$ cat src/rtl/project_pkg.sv
// rtl/project_pkg.sv - shared element type and string-id constants for the matrix sender path
package project_pkg;

    typedef logic [31:0] matrix_element_t;

    localparam logic [2:0] STR_ID_NONE   = 3'd0;
    localparam logic [2:0] STR_ID_PROMPT = 3'd1;
    localparam logic [2:0] STR_ID_RESULT = 3'd2;
    localparam logic [2:0] STR_ID_ERROR  = 3'd3;
    localparam logic [2:0] STR_ID_HEADER = 3'd4;

endpackage

$ cat src/rtl/sender_arbiter_if.sv
// rtl/sender_arbiter_if.sv - requester-side command/handshake bundle shared by all arbiter ports
interface sender_arbiter_if #(
    parameter int NUM_REQ = 4
);
    import project_pkg::*;

    logic [NUM_REQ-1:0]            req;
    logic [NUM_REQ-1:0]            p_start;
    logic [NUM_REQ-1:0]            p_str;
    logic [NUM_REQ-1:0]            p_newline_only;
    logic [NUM_REQ-1:0]            p_is_last_col;
    logic [NUM_REQ-1:0][2:0]       p_str_id;
    matrix_element_t [NUM_REQ-1:0] p_data;
    logic [NUM_REQ-1:0]            p_ready;
    logic [NUM_REQ-1:0]            p_done;
    logic                          p_timeout;

    modport master (
        output req, p_start, p_str, p_newline_only, p_is_last_col, p_str_id, p_data,
        input  p_ready, p_done, p_timeout
    );

    modport slave (
        input  req, p_start, p_str, p_newline_only, p_is_last_col, p_str_id, p_data,
        output p_ready, p_done, p_timeout
    );

endinterface

$ cat src/rtl/sender_arbiter_rr_pick.sv
// rtl/sender_arbiter_rr_pick.sv - combinational round-robin picker, searches upward from rr_ptr+1
module rr_pick #(
    parameter  int NUM_REQ = 4,
    localparam int IDX_W   = (NUM_REQ > 1) ? $clog2(NUM_REQ) : 1
) (
    input  logic [NUM_REQ-1:0] req_i,
    input  logic [IDX_W-1:0]   rr_ptr_i,
    output logic [IDX_W-1:0]   index_o,
    output logic               valid_o
);

    int idx;

    // Walk from farthest to nearest so the closest requester after rr_ptr wins.
    always_comb begin
        index_o = '0;
        valid_o = 1'b0;
        idx     = 0;
        for (int k = NUM_REQ; k >= 1; k--) begin
            idx = (int'(rr_ptr_i) + k) % NUM_REQ;
            if (req_i[IDX_W'(idx)]) begin
                index_o = IDX_W'(idx);
                valid_o = 1'b1;
            end
        end
    end

endmodule

$ cat src/rtl/sender_arbiter.sv
// rtl/sender_arbiter.sv - multiplexes NUM_REQ requesters onto one shared sender with session locking
module sender_arbiter
    import project_pkg::*;
#(
    parameter  int NUM_REQ        = 4,
    parameter  int TIMEOUT_CYCLES = 100_000_000,
    localparam int IDX_W          = (NUM_REQ > 1) ? $clog2(NUM_REQ) : 1,
    localparam int WD_W           = $clog2(TIMEOUT_CYCLES + 1)
) (
    input  logic                 clk,
    input  logic                 rst_n,
    sender_arbiter_if.slave      req_if,
    output logic                 sender_start,
    output logic                 sender_str,
    output logic                 sender_newline_only,
    output logic                 sender_is_last_col,
    output logic [2:0]           sender_str_id,
    output matrix_element_t      sender_data,
    input  logic                 sender_ready,
    input  logic                 sender_done,
    output logic                 grant_valid,
    output logic [IDX_W-1:0]     grant_id,
    output logic [7:0]           drop_cnt
);

    typedef enum logic [2:0] {
        S_IDLE,
        S_GRANTED,
        S_ISSUE,
        S_BUSY,
        S_DONE_PULSE
    } arb_state_e;

    arb_state_e      state_q, state_d;
    logic [IDX_W-1:0] gid_q, gid_d;
    logic [IDX_W-1:0] rr_ptr_q, rr_ptr_d;
    logic [WD_W-1:0]  wd_q, wd_d;
    logic [7:0]       drop_q, drop_d;
    logic             abort_q, abort_d;
    logic             start_q, start_d;
    logic             str_q, str_d;
    logic             nl_q, nl_d;
    logic             last_q, last_d;
    logic [2:0]       sid_q, sid_d;
    matrix_element_t  data_q, data_d;

    logic [IDX_W-1:0]   pick_idx;
    logic               pick_valid;
    logic [NUM_REQ-1:0] cmd;
    logic               accept;
    logic [9:0]         drop_inc;
    logic [9:0]         drop_sum;

    rr_pick #(.NUM_REQ(NUM_REQ)) u_rr_pick (
        .req_i    (req_if.req),
        .rr_ptr_i (rr_ptr_q),
        .index_o  (pick_idx),
        .valid_o  (pick_valid)
    );

    assign cmd = req_if.p_start | req_if.p_str;

    always_comb begin
        state_d  = state_q;
        gid_d    = gid_q;
        rr_ptr_d = rr_ptr_q;
        wd_d     = wd_q;
        abort_d  = abort_q;
        start_d  = start_q;
        str_d    = str_q;
        nl_d     = nl_q;
        last_d   = last_q;
        sid_d    = sid_q;
        data_d   = data_q;
        accept   = 1'b0;

        case (state_q)
            S_IDLE: begin
                if (pick_valid) begin
                    state_d = S_GRANTED;
                    gid_d   = pick_idx;
                end
            end
            S_GRANTED: begin
                // Owner releasing takes priority over a same-cycle command.
                if (!req_if.req[gid_q]) begin
                    state_d  = S_IDLE;
                    rr_ptr_d = gid_q;
                end else if (cmd[gid_q] && sender_ready) begin
                    accept  = 1'b1;
                    start_d = req_if.p_start[gid_q];
                    str_d   = req_if.p_str[gid_q];
                    nl_d    = req_if.p_newline_only[gid_q];
                    last_d  = req_if.p_is_last_col[gid_q];
                    sid_d   = req_if.p_str_id[gid_q];
                    data_d  = req_if.p_data[gid_q];
                    state_d = S_ISSUE;
                end
            end
            S_ISSUE: begin
                wd_d    = '0;
                abort_d = 1'b0;
                state_d = S_BUSY;
            end
            S_BUSY: begin
                if (sender_done) begin
                    state_d = S_DONE_PULSE;
                end else if (wd_q + WD_W'(1) == WD_W'(TIMEOUT_CYCLES)) begin
                    state_d = S_DONE_PULSE;
                    abort_d = 1'b1;
                end else begin
                    wd_d = wd_q + WD_W'(1);
                end
            end
            S_DONE_PULSE: begin
                wd_d = '0;
                if (req_if.req[gid_q]) begin
                    state_d = S_GRANTED;
                end else begin
                    state_d  = S_IDLE;
                    rr_ptr_d = gid_q;
                end
            end
            default: state_d = S_IDLE;
        endcase

        // Every command pulse that was not the accepted one is counted.
        drop_inc = '0;
        for (int i = 0; i < NUM_REQ; i++) begin
            if (cmd[i] && !(accept && (IDX_W'(i) == gid_q))) begin
                drop_inc = drop_inc + 10'd1;
            end
        end
        drop_sum = {2'b00, drop_q} + drop_inc;
        drop_d   = (drop_sum > 10'd255) ? 8'hFF : drop_sum[7:0];
    end

    always_ff @(posedge clk or negedge rst_n) begin
        if (!rst_n) begin
            state_q  <= S_IDLE;
            gid_q    <= '0;
            rr_ptr_q <= IDX_W'(NUM_REQ - 1);
            wd_q     <= '0;
            drop_q   <= '0;
            abort_q  <= 1'b0;
            start_q  <= 1'b0;
            str_q    <= 1'b0;
            nl_q     <= 1'b0;
            last_q   <= 1'b0;
            sid_q    <= '0;
            data_q   <= '0;
        end else begin
            state_q  <= state_d;
            gid_q    <= gid_d;
            rr_ptr_q <= rr_ptr_d;
            wd_q     <= wd_d;
            drop_q   <= drop_d;
            abort_q  <= abort_d;
            start_q  <= start_d;
            str_q    <= str_d;
            nl_q     <= nl_d;
            last_q   <= last_d;
            sid_q    <= sid_d;
            data_q   <= data_d;
        end
    end

    logic [NUM_REQ-1:0] ready_vec;
    logic [NUM_REQ-1:0] done_vec;

    always_comb begin
        ready_vec = '0;
        done_vec  = '0;
        if (state_q == S_GRANTED) begin
            ready_vec[gid_q] = sender_ready;
        end
        if (state_q == S_DONE_PULSE) begin
            done_vec[gid_q] = 1'b1;
        end
    end

    assign req_if.p_ready       = ready_vec;
    assign req_if.p_done        = done_vec;
    assign req_if.p_timeout     = (state_q == S_DONE_PULSE) && abort_q;

    assign sender_start         = (state_q == S_ISSUE) && start_q;
    assign sender_str           = (state_q == S_ISSUE) && str_q;
    assign sender_newline_only  = nl_q;
    assign sender_is_last_col   = last_q;
    assign sender_str_id        = sid_q;
    assign sender_data          = data_q;
    assign grant_valid          = (state_q != S_IDLE);
    assign grant_id             = gid_q;
    assign drop_cnt             = drop_q;

endmodule
$ cat src/flat_wrapper.sv
// flat-port wrapper written by rule: the top's interface ports become plain ports
module sender_arbiter_flat import project_pkg::*;
#(
    parameter  int NUM_REQ        = 4,
    parameter  int TIMEOUT_CYCLES = 100_000_000,
    localparam int IDX_W          = (NUM_REQ > 1) ? $clog2(NUM_REQ) : 1,
    localparam int WD_W           = $clog2(TIMEOUT_CYCLES + 1)
)
  (clk, rst_n, sender_start, sender_str, sender_newline_only, sender_is_last_col, sender_str_id, sender_data, sender_ready, sender_done, grant_valid, grant_id, drop_cnt, req_if_req, req_if_p_start, req_if_p_str, req_if_p_newline_only, req_if_p_is_last_col, req_if_p_str_id, req_if_p_data, req_if_p_ready, req_if_p_done, req_if_p_timeout);
  sender_arbiter_if #(.NUM_REQ(NUM_REQ)) req_if_i ();
  input  logic clk;
  input  logic rst_n;
  output logic sender_start;
  output logic sender_str;
  output logic sender_newline_only;
  output logic sender_is_last_col;
  output logic [2:0] sender_str_id;
  output matrix_element_t sender_data;
  input  logic sender_ready;
  input  logic sender_done;
  output logic grant_valid;
  output logic [IDX_W-1:0] grant_id;
  output logic [7:0] drop_cnt;
  input wire logic [$bits(req_if_i.req)-1:0] req_if_req;
  input wire logic [$bits(req_if_i.p_start)-1:0] req_if_p_start;
  input wire logic [$bits(req_if_i.p_str)-1:0] req_if_p_str;
  input wire logic [$bits(req_if_i.p_newline_only)-1:0] req_if_p_newline_only;
  input wire logic [$bits(req_if_i.p_is_last_col)-1:0] req_if_p_is_last_col;
  input wire logic [$bits(req_if_i.p_str_id)-1:0] req_if_p_str_id;
  input wire logic [$bits(req_if_i.p_data)-1:0] req_if_p_data;
  output wire logic [$bits(req_if_i.p_ready)-1:0] req_if_p_ready;
  output wire logic [$bits(req_if_i.p_done)-1:0] req_if_p_done;
  output wire logic [$bits(req_if_i.p_timeout)-1:0] req_if_p_timeout;
  assign req_if_i.req = req_if_req;
  assign req_if_i.p_start = req_if_p_start;
  assign req_if_i.p_str = req_if_p_str;
  assign req_if_i.p_newline_only = req_if_p_newline_only;
  assign req_if_i.p_is_last_col = req_if_p_is_last_col;
  assign req_if_i.p_str_id = req_if_p_str_id;
  assign req_if_i.p_data = req_if_p_data;
  assign req_if_p_ready = req_if_i.p_ready;
  assign req_if_p_done = req_if_i.p_done;
  assign req_if_p_timeout = req_if_i.p_timeout;
  sender_arbiter #(.NUM_REQ(NUM_REQ), .TIMEOUT_CYCLES(TIMEOUT_CYCLES)) u_core (.clk(clk), .rst_n(rst_n), .req_if(req_if_i), .sender_start(sender_start), .sender_str(sender_str), .sender_newline_only(sender_newline_only), .sender_is_last_col(sender_is_last_col), .sender_str_id(sender_str_id), .sender_data(sender_data), .sender_ready(sender_ready), .sender_done(sender_done), .grant_valid(grant_valid), .grant_id(grant_id), .drop_cnt(drop_cnt));
endmodule
$ cat config.mk
export PLATFORM = sky130hd
export DESIGN_NAME = sender_arbiter_flat
export DESIGN_NICKNAME = d
export VERILOG_FILES = /design/src/rtl/project_pkg.sv /design/src/rtl/sender_arbiter_if.sv /design/src/rtl/sender_arbiter_rr_pick.sv /design/src/rtl/sender_arbiter.sv /design/src/flat_wrapper.sv
export SDC_FILE = /design/constraint.sdc
export NUM_CORES = 1
export LEC_CHECK = 0
export ABC_AREA = 0
export ABC_CLOCK_PERIOD_IN_PS = 4140
export CAP_MARGIN = 20
export CORE_MARGIN = 4
export CORE_UTILIZATION = 58
export DETAILED_ROUTE_END_ITERATION = 8
export DONT_BUFFER_PORTS = 1
export PLACE_DENSITY = 0.79
export SLEW_MARGIN = 20
export SYNTH_ARGS = -nofsm -noshare
export SYNTH_HDL_FRONTEND = slang
export SYNTH_SLANG_ARGS = --single-unit
export TNS_END_PERCENT = 10
$ cat constraint.sdc
create_clock -name clk -period 4.14 [get_ports clk]
set_input_delay 1.242 -clock clk [delete_from_list [all_inputs] [get_ports clk]]
set_output_delay 1.242 -clock clk [all_outputs]
set_load 0.05 [all_outputs]
==> impl_metrics.json, run 1 <==
{
  "finalMaxSlewViolations": 0,
  "hold_viol": 0,
  "die_h_um": 105.9,
  "syn_area_um2": 5555,
  "timing.hold.ws_ps": 514.4,
  "rows": 35,
  "synth_top_family_by_area": "multiplexers",
  "clkLatencyLatePin_ps": 370,
  "path_cells": "nor2_1, mux4_2, nor2b_2, and3_4, nand3b_1, o21ai_2, inv_2, ha_4, nand2_2, xnor2_2, mux2_2, ha_1, a21o_1, a21oi_2, nor2b_2, o21ai_2, xor2_1, nand2_1",
  "fillers": 732,
  "synth-compound-area-share_pct": 10.34,
  "multi_input_area_um2": 3358,
  "clockBufferDepth": 2,
  "setup_viol": 0,
  "crit_fanout": 4,
  "place.port_buffers": 0,
  "fp.dieW_um": 105.9,
  "p_seq_share_pct": 49.3,
  "root_buffer": "clkbuf_8",
  "dp_cells": 641,
  "drt_iter0_markers": 347,
  "gr-total-overflow": 0,
  "syn_to_final_growth_pct": 8.874,
  "period_minus_slack_ps": 4042,
  "drive_gt1_share_pct": 29.68,
  "endpoint_kind": "flip-flop",
  "crit_buf_inv": 1,
  "drc_errors": 0,
  "yosys.area_share.simple_pct": 17.86,
  "power.leakage_uw": 0.002465,
  "cpPeakStageDelay_ps": 470,
  "postLayoutCoreUtil_pct": 65.15,
  "muxShareOfSynthArea_pct": 26.91,
  "cp.required_ps": 4380,
  "syn_nets": 692,
  "clkTransAtPathRegs_ps": 100,
  "status": "completed",
  "fin_area_um2": 6048,
  "cts.sinks": 82,
  "synth_edf_count": 0,
  "io_pins": 223,
  "async_flop_share_pct": 100.0,
  "power_density_nw_per_um2": 740.6,
  "fmax_mhz": 247.4,
  "seq_area_frac_synth_pct": 36.98,
  "regArea_um2": 2059,
  "synth_cells": 518,
  "avgSynthCellArea_um2": 10.72,
  "synth_fa_ha_area_share_pct": 2.387,
  "cp.arrival_ps": 4280,
  "drt-pass1-iter-count": 5,
  "min_path_type": "flip-flop to flip-flop",
  "comb_power_share_pct": 37.6,
  "cap_viol_max_count": 0,
  "initial_core_util_pct": 59.84,
  "htree_levels": 3,
  "crit_slowest_cell": "mux4_2",
  "ir_worst_vdd_mv": 0.5245,
  "grt_max_degree": 83,
  "maxSlewHeadroom_pct": 43.42,
  "cpLargestDelayFamily": "multiplexers",
  "core_um2": 9284,
  "die_area_um2": 11210,
  "tightest_slew_ps": 844.1,
  "synth_flop_cell": "dfrtp_1",
  "layout.cells.non_filler": 658,
  "clockPowerShare_pct": 13.1,
  "dpl.hpwl_mm": 11.62,
  "diodes": 0,
  "cts_hold_buf": 0,
  "grt_usage_pct": 27.07,
  "post_drt_via_cell_ratio": 6.845,
  "grt_first_pass_wirelength_mm": 23.92,
  "ant_nets": 0,
  "nNetsFinal": 698,
  "ys_warn_count": 0,
  "switchingPower_uw": 2288,
  "crit_path_start_kind": "primary input",
  "setup_tns_ps": 0,
  "cts_inserted_buffers": 9,
  "finalCritPeriodShare_pct": 97.63,
  "p_int_uw": 2191,
  "skew_ps": 13.98,
  "antenna_found_initial": 0,
  "avgRoutedWirePerCell_um": 23.24,
  "crit_type": "primary input to flip-flop",
  "switching_share_pct": 51.09,
  "synth_xor_area_share_pct": 1.419,
  "gp_congestion": 0.9371,
  "grt_pass1_vias": 4621,
  "routed_wl_mm": 15.29,
  "yosys_register_bits": 82,
  "cts_tree": "done",
  "ys_types": 63,
  "num_vias": 4504,
  "placed_area_um2": 5802
}
## state kept, by name (all words and copies together) (netlist names), 2 cells and up
register	count
u_core.drop_cnt	8
u_core.wd_q	27
u_core.rr_ptr_q	2
u_core.state_q	3
u_core.sender_str_id	3
u_core.grant_id	2
u_core.sender_data	32
## layout make-up
cell class,count,area share (%)
Inverter,18,1.117
Clock buffer,9,2.048
Tap cell,129,2.669
Sequential cell,82,34.05
Timing Repair Buffer,28,3.475
Multi-Input combinational cell,385,55.52
Clock inverter,7,1.117
## per-stage QoR
step	setup slack, ps	power [uW]
final	98.21	4479
after global routing	-64.29	4705
after CTS	132.1	4445
after detailed placement	-214.6	3864
after global placement	-68.83	3764
after floorplan	-240.5	3436
## cells in the mapped netlist, types with 3 or more instances
cell type,number,area share [%]
nand2b_1,9,1.0
mux2_2,41,8.3
buf_6,3,0.61
a31o_2,3,0.47
nand2_1,50,3.4
and4_1,6,0.95
o21ai_1,6,0.54
dfrtp_1,80,36
clkbuf_1,23,1.6
ha_1,9,2.0
o311ai_1,5,0.79
mux4_2,41,17
mux2i_1,11,2.0
nand4_1,11,1.2
and2_1,8,0.90
nor4_1,4,0.45
nor2b_1,8,0.90
nor3b_1,3,0.41
or2_2,4,0.45
and3_1,13,1.5
nand3_1,17,1.5
xnor2_1,7,1.1
o21ai_0,16,1.4
a221o_1,3,0.54
a21o_1,4,0.54
a21oi_1,17,1.5
nor3_1,9,0.81
nor2_1,36,2.4
inv_1,18,1.2
buf_2,5,0.45
a31oi_1,7,0.79
## cells by family after synthesis
logic type,after synthesis
compound gates,83
simple gates,189
fa+ha+maj,10
xor+xnor,9
mux,93
buf+inv,51
flops,82
other cells,1
## worst paths after layout
| kind | cells past startpoint | slack (ps) | startpoint | end |
|---|---|---|---|---|
| hold / removal | 1 | 510 | u_core.str_q | u_core.str_q |
| min in group asynchronous | 0 | 550 | rst_n | u_core.wd_q[23] |
| setup reg to reg | 14 | 340 | u_core.grant_id[0] | u_core.drop_cnt[6] |
| setup / recovery | 18 | 100 | req_if_p_str[3] | u_core.drop_cnt[5] |
| hold reg to reg | 1 | 510 | u_core.str_q | u_core.str_q |
| max in group asynchronous | 0 | 3360 | rst_n | u_core.rr_ptr_q[1] |
## routing by layer
layer,routed length [um],global-route usage [%],share of wire [%],up-vias
met5,0,0,0,-
met4,754,15.36,4.9,0
met3,979,4.532,6.4,54
met2,8091,45.49,53,231
met1,5465,33.06,36,2269
li1,-,-,-,1950
## power groups by stage
stage	combinational [uW]	clock, uW	sequential (uW)
floorplan	1360	0	2080
global placement	1550	0	2210
detailed placement	1640	0	2220
CTS	1640	595	2210
global route	1830	628	2240
finish	1690	585	2210
## cells in the final DEF, fill, tap and decap left out, types with 8 or more instances in the layout
cell type and count:
mux2_2 41, and3_1 12, ha_1 8, mux2i_1 11, dfrtp_1 78, nand3_1 16
inv_1 17, o21ai_0 14, a21oi_1 16, mux4_2 41, buf_4 28, clkbuf_8 9
nand4_1 11, nor2_1 35, and2_1 8, nand2_1 49, nand2b_1 9
## repair_timing
action,4_1_cts,5_1_grt
setup endpoints to repair,0,7
buffers inserted,0,1
gates resized for setup,0,8
Power figures use the tool's default switching activity.
==> run 2: changes to the inputs <==
--- a/config.mk
+++ b/config.mk
@@ -13,6 +13,7 @@
 export DETAILED_ROUTE_END_ITERATION = 8
 export DONT_BUFFER_PORTS = 1
 export PLACE_DENSITY = 0.79
+export SKIP_CTS_REPAIR_TIMING = 1
 export SLEW_MARGIN = 20
 export SYNTH_ARGS = -nofsm -noshare
 export SYNTH_HDL_FRONTEND = slang
==> results of run 2 <==
No change in the layout: final DEF, timing and power equal those of run 1.
==> run 3: changes to the inputs <==
--- a/config.mk
+++ b/config.mk
@@ -7,7 +7,8 @@
 export LEC_CHECK = 0
 export ABC_AREA = 0
 export ABC_CLOCK_PERIOD_IN_PS = 4140
-export CAP_MARGIN = 20
+export CAP_MARGIN = 15
+export CORE_ASPECT_RATIO = 1.75
 export CORE_MARGIN = 4
 export CORE_UTILIZATION = 58
 export DETAILED_ROUTE_END_ITERATION = 8
==> impl_metrics.json, run 3 (synthesized netlist as in run 1, its figures left out) <==
{
  "finalMaxSlewViolations": 0,
  "syn_to_final_growth_pct": 10.95,
  "cpPeakStageDelay_ps": 480,
  "clkLatencyLatePin_ps": 340,
  "r2r_start": "u_core.grant_id[0]",
  "drt_iter0_markers": 186,
  "r2r-end": "u_core.drop_cnt[6]",
  "drc_errors": 0,
  "critPathCapture": "u_core.drop_cnt[6]",
  "gr-total-overflow": 0,
  "cts.sinks": 82,
  "nNetsFinal": 702,
  "finalWorstSetupSlack_ps": 65.58,
  "startpoint": "req_if_p_str[3]",
  "die_area_um2": 11270,
  "skew_ps": 8.298,
  "crit_path_start_kind": "primary input",
  "tightest_slew_ps": 860.9,
  "largest_reg_flops": 32,
  "cts_inserted_buffers": 9,
  "die_h_um": 137.5,
  "r2r_slack_ps": 340,
  "initial_core_util_pct": 59.04,
  "place.port_buffers": 0,
  "post_drt_via_cell_ratio": 6.706,
  "clkTransAtPathRegs_ps": 70,
  "fmax_mhz": 245.4,
  "grt_first_pass_wirelength_mm": 23.56,
  "min_path_type": "flip-flop to flip-flop",
  "core_um2": 9409,
  "status": "completed",
  "finalCritPeriodShare_pct": 98.42,
  "hold_viol": 0,
  "crit_fanout": 4,
  "period_minus_slack_ps": 4074,
  "crit_slowest_cell": "mux4_2",
  "final_common_cell": "dfrtp_1",
  "ant_nets": 0,
  "rr_worst_depth": 14,
  "routed_wl_mm": 15.74,
  "crit_type": "primary input to flip-flop",
  "root_buffer": "clkbuf_16",
  "htree_levels": 3,
  "layout.cells.non_filler": 656,
  "setup_viol": 0,
  "rsz0062_at_grt": "yes",
  "io_pins": 223,
  "drive_gt1_share_pct": 29.64,
  "drt-pass1-iter-count": 5,
  "postLayoutCoreUtil_pct": 65.51,
  "ir_worst_vdd_mv": 0.6472,
  "antenna_found_initial": 1,
  "num_vias": 4399,
  "pre_cts_ws_ps": -323.8,
  "cap_viol_max_count": 0,
  "layout_common_cells": "dfrtp_1 (78), nand2_1 (49), mux4_2 (41), mux2_2 (41), nor2_1 (35)",
  "fp.dieW_um": 81.98,
  "power_density_nw_per_um2": 762.8,
  "dpl.hpwl_mm": 12.06,
  "maxSlewHeadroom_pct": 42.61,
  "cp.required_ps": 4360,
  "rows": 47,
  "gp_congestion": 0.9390,
  "cts_tree": "done",
  "clockBufferDepth": 2,
  "path_cells": "nor2_1, mux4_2, nor2b_2, and3_4, nand3b_1, o21ai_2, inv_2, ha_4, nor2_4, xnor2_1, mux2i_1, fa_1, nor2b_1, o21ai_0, nand2b_1, nand3_1, nor3_1, a21oi_1",
  "grt_pass1_vias": 4527,
  "cp.arrival_ps": 4300,
  "dp_cells": 637,
  "grt_max_degree": 83,
  "endpoint_kind": "flip-flop",
  "grt_usage_pct": 27.95,
  "avgRoutedWirePerCell_um": 24.00,
  "power.leakage_uw": 0.002533
}
-- run 3: changes by cell type in the layout (fill, tap and decap cells not counted), sizes merged --
cell | previous run | this run
inv | 23 | 22
buf | 28 | 32
diode | 0 | 1
bufinv | 0 | 1
-- run 3: worst min-delay path by stage --
stage	endpoint	slack (ps)	from	cells after the start
final	u_core.start_q	500	u_core.start_q	1
after CTS	u_core.start_q	500	u_core.start_q	1
after floorplan	u_core.abort_q	460	u_core.abort_q	2
after detailed placement	u_core.str_q	490	u_core.str_q	1
after global placement	u_core.abort_q	490	u_core.abort_q	2
after global routing	u_core.start_q	520	u_core.start_q	1
-- run 3: metrics by stage --
stage | cell area, um^2 | hold slack (ps) | TNS, ps | total power (uW)
5_1_grt | 6163 | 524.8 | -332.2 | 4921
3_5_place_dp | 5811 | 490.8 | -2276 | 3832
4_1_cts | 6118 | 504.9 | 0 | 4666
6_report | 6163 | 503.0 | 0 | 4701
3_3_place_gp | 5811 | 485.6 | -749.0 | 3737
2_1_floorplan | 5603 | 462.5 | -1496 | 3436
-- run 3: cell type report --
type,instances,area (um^2)
Sequential cell,82,2059
Clock buffer,9,225.2
Fill cell,706,3246
Antenna cell,1,2.502
Timing Repair Buffer,32,240.2
Clock inverter,7,82.58
Tap cell,122,152.6
Inverter,18,67.56
Multi-Input combinational cell,385,3333
-- run 3: worst max-delay path: cells and delay by family --
kind	cells	cell delay [ps]
AOI/OAI and AO/OA	3	280
muxes	2	600
and+or+nand+nor	9	1170
xor gates and xnor gates	1	170
adders and majority gates	2	740
buffers and inverters	1	70
-- run 3: metal layers --
layer	part of all wire [%]	GRT usage, %
met4	2.9	10.35
met5	0	0
met1	35	33.73
met2	55	47.75
met3	6.6	6.741
-- run 3: where the power goes --
part / internal [uW] / total (uW) / leakage, uW / switching, uW
clock network: 479 / 827 / 0.000150 / 348
registers: 1090 / 2200 / 0.00103 / 1110
logic: 868 / 1680 / 0.00136 / 808
